## config.mk

```make
export PLATFORM = sky130hd
export DESIGN_NAME = vga_raster_engine
export DESIGN_NICKNAME = d
export VERILOG_FILES = /design/src/rtl/vga_raster_engine.sv
export SDC_FILE = /design/constraint.sdc
export NUM_CORES = 1
export LEC_CHECK = 0
export CORE_MARGIN = 4
export CORE_UTILIZATION = 30
export CTS_CLUSTER_DIAMETER = 100
export DETAILED_ROUTE_END_ITERATION = 10
export REMOVE_ABC_BUFFERS = 1
export SLEW_MARGIN = 40
export SYNTH_ARGS = -nofsm -noshare
export SYNTH_HDL_FRONTEND = slang
export SYNTH_SLANG_ARGS = --single-unit
```

## constraint.sdc

```tcl
create_clock -name clock -period 11.3 [get_ports clock]
set_input_delay 2.825 -clock clock [delete_from_list [all_inputs] [get_ports clock]]
set_output_delay 2.825 -clock clock [all_outputs]
set_load 0.01 [all_outputs]
```

## src/rtl/vga_raster_engine.sv

```systemverilog
// VGA raster engine: sync/blank timing, framebuffer address generation,
// palette lookup and double-buffered page flipping in the pixel clock domain.
module vga_raster_engine #(
  parameter int H_ACTIVE = 640,
  parameter int H_FP     = 16,
  parameter int H_SYNC   = 96,
  parameter int H_BP     = 48,
  parameter int V_ACTIVE = 480,
  parameter int V_FP     = 10,
  parameter int V_SYNC   = 2,
  parameter int V_BP     = 33,
  parameter int INDEX_W  = 3,
  parameter int COLOR_W  = 24,
  parameter int ADDR_W   = 20
) (
  input  logic                   clock,
  input  logic                   reset,
  output logic [ADDR_W-1:0]      fb_rd_addr,
  input  logic [INDEX_W-1:0]     fb_rd_data,
  input  logic                   pal_we,
  input  logic [INDEX_W-1:0]     pal_waddr,
  input  logic [COLOR_W-1:0]     pal_wdata,
  input  logic                   flip_req,
  output logic                   flip_ack,
  output logic                   page_sel,
  output logic                   oHS,
  output logic                   oVS,
  output logic                   oBLANK_n,
  output logic [COLOR_W/3-1:0]   b_data,
  output logic [COLOR_W/3-1:0]   g_data,
  output logic [COLOR_W/3-1:0]   r_data,
  output logic                   frame_start
);

  localparam int H_TOTAL = H_ACTIVE + H_FP + H_SYNC + H_BP;
  localparam int V_TOTAL = V_ACTIVE + V_FP + V_SYNC + V_BP;
  localparam int HW      = $clog2(H_TOTAL);
  localparam int VW      = $clog2(V_TOTAL);
  localparam int CW      = COLOR_W / 3;
  localparam int PAL_N   = 1 << INDEX_W;

  localparam logic [HW-1:0] H_LAST = HW'(H_TOTAL - 1);
  localparam logic [HW-1:0] H_ACT  = HW'(H_ACTIVE);
  localparam logic [HW-1:0] HS_BEG = HW'(H_ACTIVE + H_FP);
  localparam logic [HW-1:0] HS_END = HW'(H_ACTIVE + H_FP + H_SYNC);
  localparam logic [VW-1:0] V_LAST = VW'(V_TOTAL - 1);
  localparam logic [VW-1:0] V_ACT  = VW'(V_ACTIVE);
  localparam logic [VW-1:0] VS_BEG = VW'(V_ACTIVE + V_FP);
  localparam logic [VW-1:0] VS_END = VW'(V_ACTIVE + V_FP + V_SYNC);

  localparam logic [ADDR_W-1:0] PAGE1_BASE = ADDR_W'(H_ACTIVE * V_ACTIVE);

  // Both pages must be addressable without wrapping onto each other.
  if (longint'(2) * H_ACTIVE * V_ACTIVE > (longint'(1) << ADDR_W)) begin : g_addr_check
    $error("ADDR_W too small for two framebuffer pages");
  end
  if (COLOR_W % 3 != 0) begin : g_color_check
    $error("COLOR_W must split evenly into B, G and R");
  end

  typedef struct packed {
    logic hs_n;
    logic vs_n;
    logic blank_n;
    logic fstart;
  } timing_t;

  localparam timing_t TIM_RST = '{hs_n: 1'b1, vs_n: 1'b1, blank_n: 1'b0, fstart: 1'b0};

  logic [HW-1:0]      h_q, h_d;
  logic [VW-1:0]      v_q, v_d;
  logic [ADDR_W-1:0]  addr_q, addr_d;
  logic               page_q, page_d;
  logic               pend_q, pend_d;
  logic               ack_q, ack_d;
  timing_t            tim_q [3];
  timing_t            tim_d;
  logic [COLOR_W-1:0] colour_q, colour_d;
  logic [COLOR_W-1:0] pal_q [PAL_N];

  logic h_wrap;
  logic act_0;
  logic at_origin;
  logic flip_apply;

  // NOTE: every signal driven here gets a default first, so no path through
  // the block leaves it unassigned and no latch is inferred.
  always_comb begin
    h_wrap    = (h_q == H_LAST);
    h_d       = h_wrap ? '0 : h_q + HW'(1);
    v_d       = v_q;
    if (h_wrap) begin
      v_d = (v_q == V_LAST) ? '0 : v_q + VW'(1);
    end

    act_0     = (h_q < H_ACT) && (v_q < V_ACT);
    at_origin = (h_q == '0) && (v_q == '0);

    tim_d.hs_n    = !((h_q >= HS_BEG) && (h_q < HS_END));
    tim_d.vs_n    = !((v_q >= VS_BEG) && (v_q < VS_END));
    tim_d.blank_n = act_0;
    tim_d.fstart  = at_origin;

    // Linear address walk: one increment per visible pixel, reloaded per frame.
    addr_d = addr_q;
    if (at_origin) begin
      addr_d = page_q ? PAGE1_BASE : '0;
    end else if (act_0) begin
      addr_d = addr_q + ADDR_W'(1);
    end

    // A request arriving on the apply cycle itself survives for the next frame.
    flip_apply = (h_q == '0) && (v_q == V_ACT) && pend_q;
    pend_d     = (pend_q && !flip_apply) || flip_req;
    page_d     = page_q ^ flip_apply;
    ack_d      = flip_apply;

    colour_d = tim_q[1].blank_n ? pal_q[fb_rd_data] : '0;
  end

  // NOTE: state registers use non-blocking assignments so each one samples
  // pre-edge values regardless of statement order.
  always_ff @(posedge clock or posedge reset) begin
    if (reset) begin
      h_q      <= '0;
      v_q      <= '0;
      addr_q   <= '0;
      page_q   <= 1'b0;
      pend_q   <= 1'b0;
      ack_q    <= 1'b0;
      colour_q <= '0;
      for (int i = 0; i < 3; i++) begin
        tim_q[i] <= TIM_RST;
      end
    end else begin
      h_q      <= h_d;
      v_q      <= v_d;
      addr_q   <= addr_d;
      page_q   <= page_d;
      pend_q   <= pend_d;
      ack_q    <= ack_d;
      colour_q <= colour_d;
      tim_q[0] <= tim_d;
      tim_q[1] <= tim_q[0];
      tim_q[2] <= tim_q[1];
    end
  end

  // NOTE: the palette is a small register file rather than a RAM macro, so
  // clearing it under reset is legal and gives a defined black palette.
  always_ff @(posedge clock or posedge reset) begin
    if (reset) begin
      for (int i = 0; i < PAL_N; i++) begin
        pal_q[i] <= '0;
      end
    end else if (pal_we) begin
      pal_q[pal_waddr] <= pal_wdata;
    end
  end

  assign fb_rd_addr  = addr_q;
  assign page_sel    = page_q;
  assign flip_ack    = ack_q;
  assign oHS         = tim_q[2].hs_n;
  assign oVS         = tim_q[2].vs_n;
  assign oBLANK_n    = tim_q[2].blank_n;
  assign frame_start = tim_q[2].fstart;
  assign b_data      = colour_q[COLOR_W-1 -: CW];
  assign g_data      = colour_q[2*CW-1 -: CW];
  assign r_data      = colour_q[CW-1:0];

endmodule

```

==> Word level (Yosys, flattened, before mapping) <==
Cells that the tools add are included.
{ "op_classes": {"addsub": 3, "mul": 0, "div_mod_pow": 0, "n_lt_le_gt_ge": 9, "eq_ne": 3, "n_shift": 0, "muxes": 12, "bitwise_logic": 3, "n_reduce_logical": 15} }
{ "op_table": {"columns": ["operator", "n"], "rows": [
  ["$bwmux 192", 1],
  ["$mux 24", 4],
  ["$bmux 24 s3", 1],
  ["$demux 24 s3", 1],
  ["$mux 20", 2],
  ["$add 10x1->10 const B", 2],
  ["$add 20x1->20 const B", 1],
  ["$eq 10x10->1 const B", 2],
  ["$logic_not 10->1", 2],
  ["$lt 10x10->1 const B", 2],
  ["$lt 10x9->1 const B", 2],
  ["$mux 10", 2],
  ["$mux 19", 1],
  ["$eq 10x9->1 const B", 1],
  ["$ge 10x10->1 const B", 1],
  ["$ge 10x9->1 const B", 1],
  ["$ge 4x4->1 const B", 2],
  ["$logic_and 1x1->1", 8],
  ["$not 3->4", 2],
  ["$lt 4x1->1 const B", 1],
  ["$logic_not 1->1", 3],
  ["$reduce_bool 2->1", 1],
  ["$logic_or 1x1->1", 1],
  ["$xor 1x1->1", 1]
]} }
{ "word_totals": {"ff_bits": 271, "latchBits": 0, "ram_bits": 0, "mem_bits_ro": 0, "input_bits": 34, "out_inout_bits": 50, "n_memories": 0} }

==> Longest topological paths before layout <==
Gate-level depths: netlist of the first run.
{ "depth": {"depth_word": 6, "depth_mapped": 8, "mapped_depth_nobuf": 8} }

==> Worst setup path after synthesis of the first run <==
No wires, ideal clock.
{ "synth_timing": {"path_type": "input port to flip-flop", "start": "input pal_we", "end": "register pal_q[72] (netlist name)", "setup_time_ps": 125, "t_arrival_ps": 4112, "required_ps": 11175, "setup_slack_ps": 7064, "stages": 5, "path_cell_list": "clkbuf_1 > nand2_1 > nor3_1 > buf_2 > mux2_2"} }
{ "synth_rtl": {"columns": ["item", "line", "source"], "rows": [
  ["start: declaration", "20", "input logic pal_we,"],
  ["end signal: indexed assignment", "157", "pal_q[pal_waddr] <= pal_wdata;"],
  ["end: declaration", "79", "logic [COLOR_W-1:0] pal_q [PAL_N];"]
]} }

==> Final worst setup path of the first run <==
{ "layout_timing": {"start": "register addr_q[12] (netlist: fb_rd_addr[12])", "end": "output fb_rd_addr[12]"} }
{ "layout_rtl": {"columns": ["item", "line", "source"], "rows": [
  ["start: declaration", "72", "logic [ADDR_W-1:0] addr_q, addr_d;"],
  ["start signal: assignment", "138", "addr_q <= addr_d;"],
  ["end: declaration", "18", "output logic [ADDR_W-1:0] fb_rd_addr,"]
]} }
No word-level cell between the ends.

==> impl_metrics.ini, run 1 <==
[power]
power_mw = 2.62
internal-power_mw = 2.01
share_seq_of_total_power = 0.468
vdd_ir_drop_max_mv = 0.119
switching_share = 0.235
static-leakage-power_nw = 5.94
power-per-cell-area_mw_per_mm2 = 183
p_sw_mw = 0.615
power.clock.fraction = 0.384
power_frac_comb = 0.148

[global_routing]
grt-ovfl-total = 0
grt_first_pass_wirelength_um = 41100
grt_use_total = 0.121
grt_max_degree = 142
grt_antenna_before_repair = 4
vias_in_the_first_global_route = 7188

[floorplan]
die-area_mm2 = 0.0426
core_area_mm2 = 0.0387
initial_utilization = 0.305
rows = 72
die_w_um = 206
ioPinCount = 84
fp.dieH_um = 206

[finish]
area_growth_syn_to_layout_pct = 21.1
fraction_of_layout_instances_using_a_drive_strength_above_1 = 0.357
number_of_nets_in_the_final_layout = 920
antenna-diode-count = 0
multi_input_area_mm2 = 0.00483
layout.filler_cells = 3761
sequential_cell_area_mm2 = 0.00679
stdcell_area_mm2 = 0.0143

[routing]
ant_nets = 0
detailedRoute.firstPassIterationCount = 4
drcViolationCount = 0
drt-total-wl_um = 25600
routedWlPerCell_um = 18.1
routed_via_density = 4.80
drt_first_iter_violations = 429
num_vias = 6813

[synthesis]
synth_common_cells = sky130_fd_sc_hd__dfrtp_1 (265), sky130_fd_sc_hd__mux2_2 (192), sky130_fd_sc_hd__mux4_2 (48)
synth_top_cell_by_area = sky130_fd_sc_hd__dfrtp_1
synth.yosys.seq_area_share = 0.575
synth_top_area_share = 0.562
netlist_top_cells_area = sky130_fd_sc_hd__dfrtp_1 (56%), sky130_fd_sc_hd__mux2_2 (18%), sky130_fd_sc_hd__mux4_2 (9.2%)
synth_cells = 793
number_of_enable_type_register_cells_in_the_synthesized_netlist = 0
ys_async_rst_share = 1.00
flip_flop_and_latch_count_after_synthesis = 271
yosys_warnings = 0
synth_cell_types = 43
syn-mean-instance-area_um2 = 14.9
synthesis.area_mm2 = 0.0118
synth_flop_cell = sky130_fd_sc_hd__dfrtp_1
cell_with_the_most_instances_after_synthesis = sky130_fd_sc_hd__dfrtp_1

[clock_network]
tritoncts = yes
cts.path.max_buffers = 3
cts-buffers-inserted = 30
clkTransAtPathRegs_ns = 0.06
cts.sink_count = 271
hold_buffers = 0
worst_skew_pair.late_latency_ns = 0.57
clock_tree.root_cell = sky130_fd_sc_hd__clkbuf_16
cts_resized = 0
postCtsSetupRepairBufs = 0
cts.htree.levels = 1

[worst_hold_path]
worst_hold_path_type = reg -> reg

[setup_path]
cp_slowest_stage_delay_ns = 0.60
timing.critical_path.from_type = register
timing.critical_path.max_delay_family = buffers and inverters
path_cells = clkdlybuf4s50_1
crit_required_ns = 8.48
timing.critical_path.arrival_ns = 1.68
critical_path_buf_inv_count = 1
critical_path_top_delay_cell = sky130_fd_sc_hd__clkdlybuf4s50_1
crit_path_kind = reg -> out
worstSetupEndpointType = output pin
path_max_fanout = 8

[timing]
post-route-period-util = 0.398
setup_tns_ns = 0
min_period_ns = 4.50
worst_skew_ns = 0.0192
fmaxAchievable_ghz = 0.222
max_slew_margin = 0.475
setup_repair_after_global_routing_missed_its_margin = false
timing.final.ws_setup_ns = 6.80
maxSlewViolCount = 0
hold_viol = 0
final-setup-viol-count = 0
tightestPinTransition_ns = 0.788

[place]
detailed_place.area_mm2 = 0.0132
place_congestion = 0.724
post-place-ws_ns = 6.47
detailedPlacementHpwl_um = 14200
total_of_buffers_placed_on_input_and_output_ports = 83

[status]
result_of_the_run = completed

[job]
timing.max_cap.violations = 0
## per-layer routing
metal / up-vias / routed length [um] / track usage
met1: 3556 / 12100 / 0.169
met3: 45 / 1180 / 0.0293
met4: 8 / 466 / 0.0254
met5: - / 60 / 0
li1: 3076 / - / -
met2: 128 / 11800 / 0.193
## logic make-up (layout without fill, tap and decap cells)
kind of cell / Yosys count / count (layout) / share of synthesized area
and+or+nand+nor: 147 / 147 / 0.0718
adders and majority gates: 5 / 5 / 0.00530
buffers and inverters: 51 / 160 / 0.0182
AOI/OAI and AO/OA: 29 / 29 / 0.0153
muxes: 265 / 265 / 0.296
xor gates and xnor gates: 25 / 25 / 0.0185
DFF: 271 / 271 / 0.575
## placed cells by master, fill, tap and decap left out, types with 3 or more instances in the layout
cell type,synthesis,layout
sky130_fd_sc_hd__clkbuf_16,0,30
sky130_fd_sc_hd__or3_1,3,3
sky130_fd_sc_hd__xnor2_1,13,13
sky130_fd_sc_hd__clkbuf_1,19,6
sky130_fd_sc_hd__dfrtp_1,265,265
sky130_fd_sc_hd__nand2b_1,4,4
sky130_fd_sc_hd__nor2b_1,27,27
sky130_fd_sc_hd__nand3_1,11,11
sky130_fd_sc_hd__ha_1,5,5
sky130_fd_sc_hd__buf_4,0,14
sky130_fd_sc_hd__nand2_1,22,22
sky130_fd_sc_hd__clkbuf_8,0,8
sky130_fd_sc_hd__nand4b_1,4,4
sky130_fd_sc_hd__nor3_2,3,3
sky130_fd_sc_hd__bufinv_16,0,3
sky130_fd_sc_hd__mux4_2,48,48
sky130_fd_sc_hd__clkdlybuf4s50_1,0,80
sky130_fd_sc_hd__inv_1,9,8
sky130_fd_sc_hd__a31oi_1,3,3
sky130_fd_sc_hd__o22a_1,3,3
sky130_fd_sc_hd__xor2_1,12,12
sky130_fd_sc_hd__and3_1,6,6
sky130_fd_sc_hd__nor3_1,8,7
sky130_fd_sc_hd__nand4_1,19,19
sky130_fd_sc_hd__o21ai_0,13,13
sky130_fd_sc_hd__nor4_1,3,3
sky130_fd_sc_hd__mux2_2,192,192
sky130_fd_sc_hd__nor2_1,25,25
sky130_fd_sc_hd__dfstp_2,6,6
sky130_fd_sc_hd__clkinv_2,0,4
sky130_fd_sc_hd__mux2i_1,25,25
## flip-flops by register name (all words and copies together), names as in the netlist
signal	cells
pal_q	192
colour_q	24
fb_rd_addr	20
h_q	10
v_q	10
tim_q	8
flip_ack	1
frame_start	1
oBLANK_n	1
oHS	1
oVS	1
page_sel	1
pend_q	1
## area by class of cell
type	count	area share
well taps	518	0.0453
multi-input cells	471	0.338
flip-flops and latches	271	0.475
clock inverters	9	0.0104
clock buffers	44	0.0618
inverters	10	0.00350
repair buffers	97	0.0664
## per-stage QoR
step | hold slack (ns) | util | instances
after global placement | 0.335 | 0.341 | 1366
after global routing | 0.359 | 0.369 | 1420
after floorplan | 0.331 | - | 752
final | 0.348 | 0.369 | 1420
after detailed placement | 0.338 | 0.342 | 1366
after CTS | 0.349 | 0.368 | 1419
## path summary, 6_finish.rpt
path,from,endpoint,slack [ns],cells after the start
worst max register to register,h_q[0],fb_rd_addr[13],8.94,8
max in group asynchronous,reset,pal_q[81],7.08,4
worst min register to register,tim_q[8],tim_q[4],0.35,0
worst max-delay path,fb_rd_addr[12],fb_rd_addr[12],6.80,1
worst min-delay path,tim_q[8],tim_q[4],0.35,0
min in group asynchronous,reset,h_q[7],2.70,2
## power groups by stage
stage | Sequential (mW) | Combinational, mW | Clock (mW)
3_3_place_gp | 1.24 | 0.386 | 0
5_1_grt | 1.25 | 0.426 | 1.08
6_report | 1.23 | 0.389 | 1.01
2_1_floorplan | 1.23 | 0.258 | 0
3_5_place_dp | 1.24 | 0.395 | 0
4_1_cts | 1.23 | 0.397 | 1.04
No activity file was read; power rests on OpenSTA's default activity.
==> inputs of run 2 (changes only) <==
==> constraint.sdc (replaced) <==
create_clock -name clock -period 3.8 [get_ports clock]
set_input_delay 0.95 -clock clock [delete_from_list [all_inputs] [get_ports clock]]
set_output_delay 0.95 -clock clock [all_outputs]
set_load 0.01 [all_outputs]
==> run 2 against run 1 <==
Cell count rose by 0.63%. Global-route usage barely moved. Clock skew rose by 0.0018 ns. Die area did not move. Critical endpoint unchanged.
==> impl_metrics.ini, run 2 (synthesis gave the netlist of run 1 again) <==
[place]
post-place-ws_ns = 0.899
detailedPlacementHpwl_um = 15100
total_of_buffers_placed_on_input_and_output_ports = 83
dpl.cell_count = 1373
detailed_place.area_mm2 = 0.0133
place_congestion = 0.733

[timing]
worst_skew_ns = 0.0210
tightestPinTransition_ns = 0.678
timing.final.ws_setup_ns = 1.17
max_slew_margin = 0.547
post-route-period-util = 0.691
worst_hold_slack_ns = 0.358
fmaxAchievable_ghz = 0.381
final-setup-viol-count = 0
setup_repair_after_global_routing_missed_its_margin = false
hold_viol = 0
min_period_ns = 2.63
maxSlewViolCount = 0

[worst_hold_path]
worst_hold_path_type = reg -> reg
min-delay-start = tim_q[4]
hold_path_depth = 0
min_delay_worst_endpoint = frame_start

[clock_network]
hold_buffers = 0
clkTransAtPathRegs_ns = 0.06
worst_skew_pair.late_latency_ns = 0.58
cts_resized = 0
cts.sink_count = 271
clock_tree.root_cell = sky130_fd_sc_hd__clkbuf_16
tritoncts = yes
postCtsSetupRepairBufs = 0
cts-buffers-inserted = 30
cts.path.max_buffers = 3
cts.htree.levels = 1

[finish]
layout_common_cells = sky130_fd_sc_hd__dfrtp_1 (264), sky130_fd_sc_hd__mux2_2 (192), sky130_fd_sc_hd__clkdlybuf4s50_1 (80), sky130_fd_sc_hd__mux4_2 (48), sky130_fd_sc_hd__clkbuf_16 (30)
largest_reg_flops = 192
stdcell_count = 1429
max_flop_register = pal_q
area_growth_syn_to_layout_pct = 21.8
mostFrequentLayoutCell = sky130_fd_sc_hd__dfrtp_1
number_of_nets_in_the_final_layout = 927
stdcell_area_mm2 = 0.0144
antenna-diode-count = 0
fraction_of_layout_instances_using_a_drive_strength_above_1 = 0.364

[routing]
detailedRoute.firstPassIterationCount = 4
routedWlPerCell_um = 17.6
drcViolationCount = 0
drt-total-wl_um = 25200
drt_first_iter_violations = 266
num_vias = 6824
ant_nets = 0
routed_via_density = 4.78

[global_routing]
grt-ovfl-total = 0
grt_antenna_before_repair = 4
grt_max_degree = 88
grt_first_pass_wirelength_um = 41600
vias_in_the_first_global_route = 7254
grt_use_total = 0.121

[floorplan]
fp.dieH_um = 206
die-area_mm2 = 0.0426
initial_utilization = 0.305
die_w_um = 206
core_area_mm2 = 0.0387
ioPinCount = 84
rows = 72

[setup_path]
timing.critical_path.from_type = register
crit_path_kind = reg -> out
path_max_fanout = 8
regToRegStartpoint = h_q[0]
timing.critical_path.max_delay_family = buffers and inverters
worstSetupEndpointType = output pin
critical_path_buf_inv_count = 1
rr_endpoint = fb_rd_addr[13]
path_cells = clkdlybuf4s50_1
critical_path_top_delay_cell = sky130_fd_sc_hd__clkdlybuf4s50_1
crit_required_ns = 2.85
worst_r2r_path_depth = 8
ff2ff_setup_slack_ns = 1.49
cp_slowest_stage_delay_ns = 0.60
timing.critical_path.arrival_ns = 1.68

[job]
timing.max_cap.violations = 0

[power]
power-per-cell-area_mw_per_mm2 = 540
vdd_ir_drop_max_mv = 0.403
power_mw = 7.77
static-leakage-power_nw = 5.99

[status]
result_of_the_run = completed
==> run 2: final cells by class <==
cell class	count	area [um2]
inverter	10	45.0
tap	518	648
multi-input combinational	471	4830
fill	3691	24400
timing repair buffer	104	1050
clock inverter	10	131
sequential	271	6790
clock buffer	45	897
==> run 2: how the worst max path moves through the flow <==
stage                         startpoint             end  slack (ns)  cells after the start
after global placement      pal_waddr[2]      pal_q[158]        0.94                      5
final                     fb_rd_addr[12]  fb_rd_addr[12]        1.17                      1
after detailed placement          pal_we      pal_q[157]        0.90                      5
after global routing      fb_rd_addr[12]  fb_rd_addr[12]        1.10                      1
after CTS                 fb_rd_addr[12]  fb_rd_addr[12]        1.15                      1
after floorplan                    reset     colour_q[0]       -4.61                      1
==> run 2: per-stage QoR <==
step	util	setup TNS, ns
2_1_floorplan	-	-1235.78
3_3_place_gp	0.344	0
3_5_place_dp	0.344	0
4_1_cts	0.371	0
5_1_grt	0.371	0
6_report	0.371	0
==> run 2: routing by layer <==
layer | share of wire | vias to the layer above | global-route usage
li1 | - | 3101 | -
met1 | 0.46 | 3538 | 0.173
met2 | 0.46 | 131 | 0.189
met3 | 0.050 | 46 | 0.0290
met4 | 0.023 | 8 | 0.0276
met5 | 0.0026 | - | 0
==> run 2: power by group <==
group	switching, mW	internal, mW	total, mW
logic	0.419	0.758	1.18
clock network	1.19	1.77	2.95
registers	0.230	3.41	3.64
total	1.84	5.93	7.77
